===== src/rtl/lut_seq_accum_if.sv =====
// Start/done handshake, operands and result of the LUT sequence accumulator.
// The master side issues operations; the slave side is the accumulator itself.
interface lut_seq_accum_if #(
  parameter int IDX_W = 5,
  parameter int RET_W = 12
);
  logic             ap_start;
  logic             ap_done;
  logic             ap_idle;
  logic             ap_ready;
  logic [IDX_W-1:0] index_V;
  logic             mode_V;
  logic [RET_W-1:0] ap_return;

  modport master (
    output ap_start, index_V, mode_V,
    input  ap_done, ap_idle, ap_ready, ap_return
  );

  modport slave (
    input  ap_start, index_V, mode_V,
    output ap_done, ap_idle, ap_ready, ap_return
  );
endinterface


===== src/rtl/lut_seq_accum.sv =====
// Sequential accumulator: sums k or k*k for k = 0..N, one term per clock.
// The result register holds its value until the next completion or reset.
//
// state | meaning
// IDLE  | waiting for ap_start; operands are captured on the start edge
// RUN   | adds term(k) each cycle, N+1 cycles in total
// DONE  | one-cycle ap_done/ap_ready pulse, result already in ap_return
module lut_seq_accum #(
  parameter int IDX_W = 5,
  parameter int RET_W = 12
) (
  input  logic              ap_clk,
  input  logic              ap_rst_n,
  lut_seq_accum_if.slave    s_bus
);

  typedef enum logic [1:0] {
    IDLE = 2'd0,
    RUN  = 2'd1,
    DONE = 2'd2
  } state_t;

  state_t             r_state;
  state_t             w_state_nxt;
  logic [IDX_W-1:0]   r_n;
  logic [IDX_W-1:0]   r_k;
  logic               r_m;
  logic [RET_W-1:0]   r_acc;
  logic [RET_W-1:0]   r_ret;

  logic [2*IDX_W-1:0] w_k_ext;
  logic [2*IDX_W-1:0] w_sq;
  logic [RET_W-1:0]   w_term;
  logic [RET_W-1:0]   w_acc_sum;
  logic               w_last;
  logic               w_idle;
  logic               w_done;

  // Square is formed at full 2*IDX_W width, then truncated/extended to RET_W.
  assign w_k_ext   = {{IDX_W{1'b0}}, r_k};
  assign w_sq      = w_k_ext * w_k_ext;
  assign w_term    = RET_W'(r_m ? w_sq : w_k_ext);
  assign w_acc_sum = r_acc + w_term;
  assign w_last    = (r_k == r_n);

  always_ff @(posedge ap_clk or negedge ap_rst_n) begin
    if (!ap_rst_n) begin
      r_state <= IDLE;
    end else begin
      r_state <= w_state_nxt;
    end
  end

  always_comb begin
    w_state_nxt = r_state;
    w_idle      = 1'b0;
    w_done      = 1'b0;
    case (r_state)
      IDLE: begin
        w_idle = 1'b1;
        if (s_bus.ap_start) begin
          w_state_nxt = RUN;
        end
      end
      RUN: begin
        if (w_last) begin
          w_state_nxt = DONE;
        end
      end
      DONE: begin
        w_done      = 1'b1;
        w_state_nxt = IDLE;
      end
      default: w_state_nxt = IDLE;
    endcase
  end

  always_ff @(posedge ap_clk or negedge ap_rst_n) begin
    if (!ap_rst_n) begin
      r_n   <= '0;
      r_k   <= '0;
      r_m   <= 1'b0;
      r_acc <= '0;
      r_ret <= '0;
    end else begin
      case (r_state)
        IDLE: begin
          if (s_bus.ap_start) begin
            r_n   <= s_bus.index_V;
            r_m   <= s_bus.mode_V;
            r_acc <= '0;
            r_k   <= '0;
          end
        end
        RUN: begin
          r_acc <= w_acc_sum;
          if (w_last) begin
            r_ret <= w_acc_sum;
          end else begin
            r_k <= r_k + 1'b1;
          end
        end
        default: ;
      endcase
    end
  end

  // Handshake outputs depend on the state register only.
  assign s_bus.ap_idle   = w_idle;
  assign s_bus.ap_done   = w_done;
  assign s_bus.ap_ready  = w_done;
  assign s_bus.ap_return = r_ret;

endmodule


===== src/flat_wrapper.sv =====
// flat-port wrapper written by rule: the top's interface ports become plain ports
module lut_seq_accum_flat 
#(
  parameter int IDX_W = 5,
  parameter int RET_W = 12
)
  (ap_clk, ap_rst_n, s_bus_ap_start, s_bus_index_V, s_bus_mode_V, s_bus_ap_done, s_bus_ap_idle, s_bus_ap_ready, s_bus_ap_return);
  lut_seq_accum_if #(.IDX_W(IDX_W), .RET_W(RET_W)) s_bus_i ();
  input  logic ap_clk;
  input  logic ap_rst_n;
  input wire logic [$bits(s_bus_i.ap_start)-1:0] s_bus_ap_start;
  input wire logic [$bits(s_bus_i.index_V)-1:0] s_bus_index_V;
  input wire logic [$bits(s_bus_i.mode_V)-1:0] s_bus_mode_V;
  output wire logic [$bits(s_bus_i.ap_done)-1:0] s_bus_ap_done;
  output wire logic [$bits(s_bus_i.ap_idle)-1:0] s_bus_ap_idle;
  output wire logic [$bits(s_bus_i.ap_ready)-1:0] s_bus_ap_ready;
  output wire logic [$bits(s_bus_i.ap_return)-1:0] s_bus_ap_return;
  assign s_bus_i.ap_start = s_bus_ap_start;
  assign s_bus_i.index_V = s_bus_index_V;
  assign s_bus_i.mode_V = s_bus_mode_V;
  assign s_bus_ap_done = s_bus_i.ap_done;
  assign s_bus_ap_idle = s_bus_i.ap_idle;
  assign s_bus_ap_ready = s_bus_i.ap_ready;
  assign s_bus_ap_return = s_bus_i.ap_return;
  lut_seq_accum #(.IDX_W(IDX_W), .RET_W(RET_W)) u_core (.ap_clk(ap_clk), .ap_rst_n(ap_rst_n), .s_bus(s_bus_i));
endmodule

===== config.mk =====
export PLATFORM = sky130hd
export DESIGN_NAME = lut_seq_accum_flat
export DESIGN_NICKNAME = d
export VERILOG_FILES = /design/src/rtl/lut_seq_accum_if.sv /design/src/rtl/lut_seq_accum.sv /design/src/flat_wrapper.sv
export SDC_FILE = /design/constraint.sdc
export NUM_CORES = 1
export LEC_CHECK = 0
export ABC_AREA = 1
export CAP_MARGIN = 20
export CORE_ASPECT_RATIO = 1.5
export CORE_MARGIN = 3
export CORE_UTILIZATION = 50
export DETAILED_ROUTE_END_ITERATION = 12
export HOLD_SLACK_MARGIN = 0.08
export PLACE_DENSITY = 0.79
export RECOVER_POWER = 50
export SETUP_SLACK_MARGIN = 0.1
export SLEW_MARGIN = 25
export SYNTH_ARGS = -nofsm -noshare
export SYNTH_HDL_FRONTEND = slang
export SYNTH_SLANG_ARGS = --single-unit

===== constraint.sdc =====
create_clock -name ap_clk -period 8.6 [get_ports ap_clk]
set_input_delay 1.72 -clock ap_clk [delete_from_list [all_inputs] [get_ports ap_clk]]
set_output_delay 1.72 -clock ap_clk [all_outputs]
set_load 0.02 [all_outputs]

==> load_flow_metrics.sql <==
INSERT INTO impl_metrics (metric_group, metric, value, unit) VALUES
('setup_path', 'most_numerous_cell_on_the_critical_path', 'sky130_fd_sc_hd__nand2_1', ''),
('timing', 'fin_tns_setup', '0', 'ps'),
('floorplanning', 'placeableCoreArea', '5165', 'um^2'),
('run_status', 'run_status', 'complete, but fails checks', ''),
('yosys', 'yosys_register_bits', '37', ''),
('setup_path', 'critical_path.top_delay_family', 'adder cells', ''),
('yosys', 'synthesis.yosys.warnings', '0', ''),
('drt', 'post_drt_via_cell_ratio', '5.145', ''),
('drt', 'ant_nets', '0', ''),
('setup_path', 'worst-endpoint-arrival', '4700', 'ps'),
('floorplanning', 'floorplan.rows', '32', ''),
('finish', 'post-route-cell-area', '3005', 'um^2'),
('grt', 'global_route.usage.total', '20.26', '%'),
('clocking', 'clk_latency', '290', 'ps'),
('timing', 'timing.clock.skew', '10.87', 'ps'),
('clocking', 'post_cts_buffers', '0', ''),
('timing', 'shortest_period_the_worst_path_allows', '4518', 'ps'),
('yosys', 'share_of_synthesized_flip_flops_with_an_asynchronous_set_or_reset', '100.0', '%'),
('yosys', 'dominantRegCellSynth', 'sky130_fd_sc_hd__dfrtp_1', ''),
('setup_path', 'timing.reg2reg.setup_slack', '4080', 'ps'),
('drt', 'wl_per_cell', '13.06', 'um'),
('drt', 'detailroute.via_count', '2372', ''),
('setup_path', 'path_cells', 'nand2_1 -> fa_1 -> fa_1 -> inv_1 -> ha_1 -> a31o_2 -> ha_1 -> a21oi_1 -> o21ai_0 -> a21oi_1 -> nand2_1 -> nand2_1 -> nor2_1 -> ha_1 -> nand2_1 -> nor2_1 -> nand3_1 -> nand3_1 -> nand2_1 -> nand3_1 -> nand2_1', ''),
('power', 'powerDensity', '334.5', 'nW/um^2'),
('setup_path', 'critical_path.max_fanout', '10', ''),
('timing', 'relSlewSlack', '-33.74', '%'),
('timing', 'min_period_over_period', '52.54', '%'),
('drt', 'drt_pre_antenna_iters', '4', ''),
('flow_run', 'max_cap_violations', '1', ''),
('min_path', 'worstHoldPathType', 'register to register', ''),
('floorplanning', 'die_width', '65.96', 'um'),
('finish', 'seqCellArea', '925.9', 'um^2'),
('timing', 'timing.final.max_slew_violations', '38', ''),
('floorplanning', 'number_of_primary_i_o_pins', '24', ''),
('setup_path', 'endpoint_kind', 'register', ''),
('floorplanning', 'floorplan.initialDensity', '52.20', '%'),
('setup_path', 'cp_slowest_cell', 'sky130_fd_sc_hd__dfrtp_1', ''),
('floorplanning', 'fp.dieArea', '6328', 'um^2'),
('grt', 'grt_max_degree', '38', ''),
('yosys', 'ys_top_cells_by_count', 'sky130_fd_sc_hd__nand2_1, sky130_fd_sc_hd__inv_1, sky130_fd_sc_hd__dfrtp_1', ''),
('clocking', 'cts_tree', 'built', ''),
('place', 'post_dp_cell_area', '2934', 'um^2'),
('power', 'cellLeakagePower', '0.001661', 'uW'),
('drt', 'route.final.wire_length', '6021', 'um'),
('clocking', 'clockRootBuffer', 'sky130_fd_sc_hd__clkbuf_8', ''),
('run_status', 'violations_in_the_final_reports', 'capacitance limit, slew limit', ''),
('yosys', 'synth_top_cells_by_area', 'sky130_fd_sc_hd__dfrtp_1, sky130_fd_sc_hd__nand2_1, sky130_fd_sc_hd__ha_1', ''),
('drt', 'drc_errors', '0', ''),
('place', 'place_congestion', '0.9241', ''),
('setup_path', 'timing.setup.critical_path_class', 'register to register', ''),
('timing', 'grt_setup_unrepaired', 'false', ''),
('place', 'total_of_buffers_placed_on_input_and_output_ports', '23', ''),
('grt', 'antenna_violations_before_repair', '0', ''),
('grt', 'overflow', '0', ''),
('setup_path', 'slowest_stage_delay_on_critical_path', '610', 'ps'),
('grt', 'first_pass_grt_wire_length', '10160', 'um'),
('timing', 'hold_viol', '0', ''),
('place', 'dp.final_hpwl', '4564', 'um'),
('yosys', 'post_synth_instance_area', '2696', 'um^2'),
('finish', 'finish.net_count', '427', ''),
('yosys', 'synthesis.instances', '374', ''),
('yosys', 'avg_cell_area_syn', '7.209', 'um^2'),
('finish', 'insertedDiodeCount', '0', ''),
('finish', 'n_fill_cell', '473', ''),
('finish', 'post_route_cells_drive_above_1_share', '5.598', '%'),
('power', 'vdd_ir_max', '0.1742', 'mV'),
('floorplanning', 'chipHeight', '95.94', 'um'),
('yosys', 'synth.yosys.seq_area_share', '34.34', '%'),
('timing', 'max_slew.worst_pin.slew', '2006', 'ps'),
('timing', 'fmax', '221.3', 'MHz'),
('clocking', 'hold_buffers', '0', '');
[per-layer routing]
layer,part of all wire (%),routed length [um],vias up,global-route usage [%]
li1,-,-,1208,-
met4,2.0,122,0,6.610
met1,41,2483,1100,22.47
met5,0,0,-,0
met3,3.9,237,10,3.271
met2,53,3177,54,38.58
[registers in the layout, indices dropped and copies added (netlist names)]
| signal | flops |
|---|---|
| u_core.r_k | 5 |
| u_core.r_acc | 12 |
| u_core.r_m | 1 |
| u_core.r_state | 2 |
| u_core.s_bus.ap_return | 12 |
| u_core.r_n | 5 |
[layout by cell type (no fill, tap or decap), types with 5 or more instances in the layout]
cell type / instances
sky130_fd_sc_hd__xnor2_1: 5
sky130_fd_sc_hd__a21oi_1: 16
sky130_fd_sc_hd__o21ai_0: 10
sky130_fd_sc_hd__clkbuf_8: 6
sky130_fd_sc_hd__inv_1: 45
sky130_fd_sc_hd__ha_1: 22
sky130_fd_sc_hd__nor2_1: 30
sky130_fd_sc_hd__nand3_1: 23
sky130_fd_sc_hd__nand4_1: 5
sky130_fd_sc_hd__clkdlybuf4s50_1: 21
sky130_fd_sc_hd__nand2_1: 138
sky130_fd_sc_hd__dfrtp_1: 37
[per-stage QoR]
step,hold WS (ps),setup WS (ps),total power [uW],utilization (%),cells
floorplan,455.3,4581,733.6,-,374
global placement,464.6,4224,874.2,56.81,454
detailed placement,465.1,4140,887.7,56.81,454
CTS,485.4,4116,1017,58.55,461
global route,509.6,3666,1099,58.19,461
finish,481.2,4082,1005,58.19,461
[worst paths after layout]
kind                                            from                         to  cells after the start
setup / recovery                       u_core.r_k[4]  u_core.s_bus.ap_return[9]                     21
hold / removal             u_core.s_bus.ap_return[9]  u_core.s_bus.ap_return[9]                      2
setup reg to reg                       u_core.r_k[4]  u_core.s_bus.ap_return[9]                     21
hold reg to reg            u_core.s_bus.ap_return[9]  u_core.s_bus.ap_return[9]                      2
max in group asynchronous                   ap_rst_n           u_core.r_acc[10]                      1
min in group asynchronous                   ap_rst_n              u_core.r_n[3]                      1
[worst register-to-register path: stages, from the launching register on]
cell	delay, ps
sky130_fd_sc_hd__dfrtp_1	610
sky130_fd_sc_hd__nand2_1	140
sky130_fd_sc_hd__fa_1	500
sky130_fd_sc_hd__fa_1	510
sky130_fd_sc_hd__inv_1	40
sky130_fd_sc_hd__ha_1	280
sky130_fd_sc_hd__a31o_2	250
sky130_fd_sc_hd__ha_1	360
sky130_fd_sc_hd__a21oi_1	220
sky130_fd_sc_hd__o21ai_0	110
sky130_fd_sc_hd__a21oi_1	160
sky130_fd_sc_hd__nand2_1	70
sky130_fd_sc_hd__nand2_1	60
sky130_fd_sc_hd__nor2_1	50
sky130_fd_sc_hd__ha_1	350
sky130_fd_sc_hd__nand2_1	110
sky130_fd_sc_hd__nor2_1	150
sky130_fd_sc_hd__nand3_1	130
sky130_fd_sc_hd__nand3_1	100
sky130_fd_sc_hd__nand2_1	70
sky130_fd_sc_hd__nand3_1	90
sky130_fd_sc_hd__nand2_1	60
[kinds of logic after synthesis]
| logic type | Yosys count | share of synthesized area, % |
|---|---|---|
| AOI/OAI and AO/OA | 36 | 8.121 |
| and+or+nand+nor | 204 | 31.46 |
| adders and majority gates | 25 | 12.44 |
| muxes | 1 | 0.4176 |
| buffers and inverters | 61 | 9.698 |
| DFF | 37 | 34.34 |
| xor gates and xnor gates | 10 | 3.527 |
[cell type report]
class | count | share of cell area, %
multi-input combinational | 276 | 49.63
inverter | 50 | 6.286
sequential | 37 | 30.81
clock buffer | 6 | 2.748
clock inverter | 1 | 0.2498
tap | 68 | 2.831
timing repair buffer | 23 | 7.452
[power breakdown]
part | switching [uW] | internal (uW)
Clock | 63.3 | 63.4
Combinational | 343 | 220
Sequential | 69.5 | 246
No activity file was read; power rests on OpenSTA's default activity.
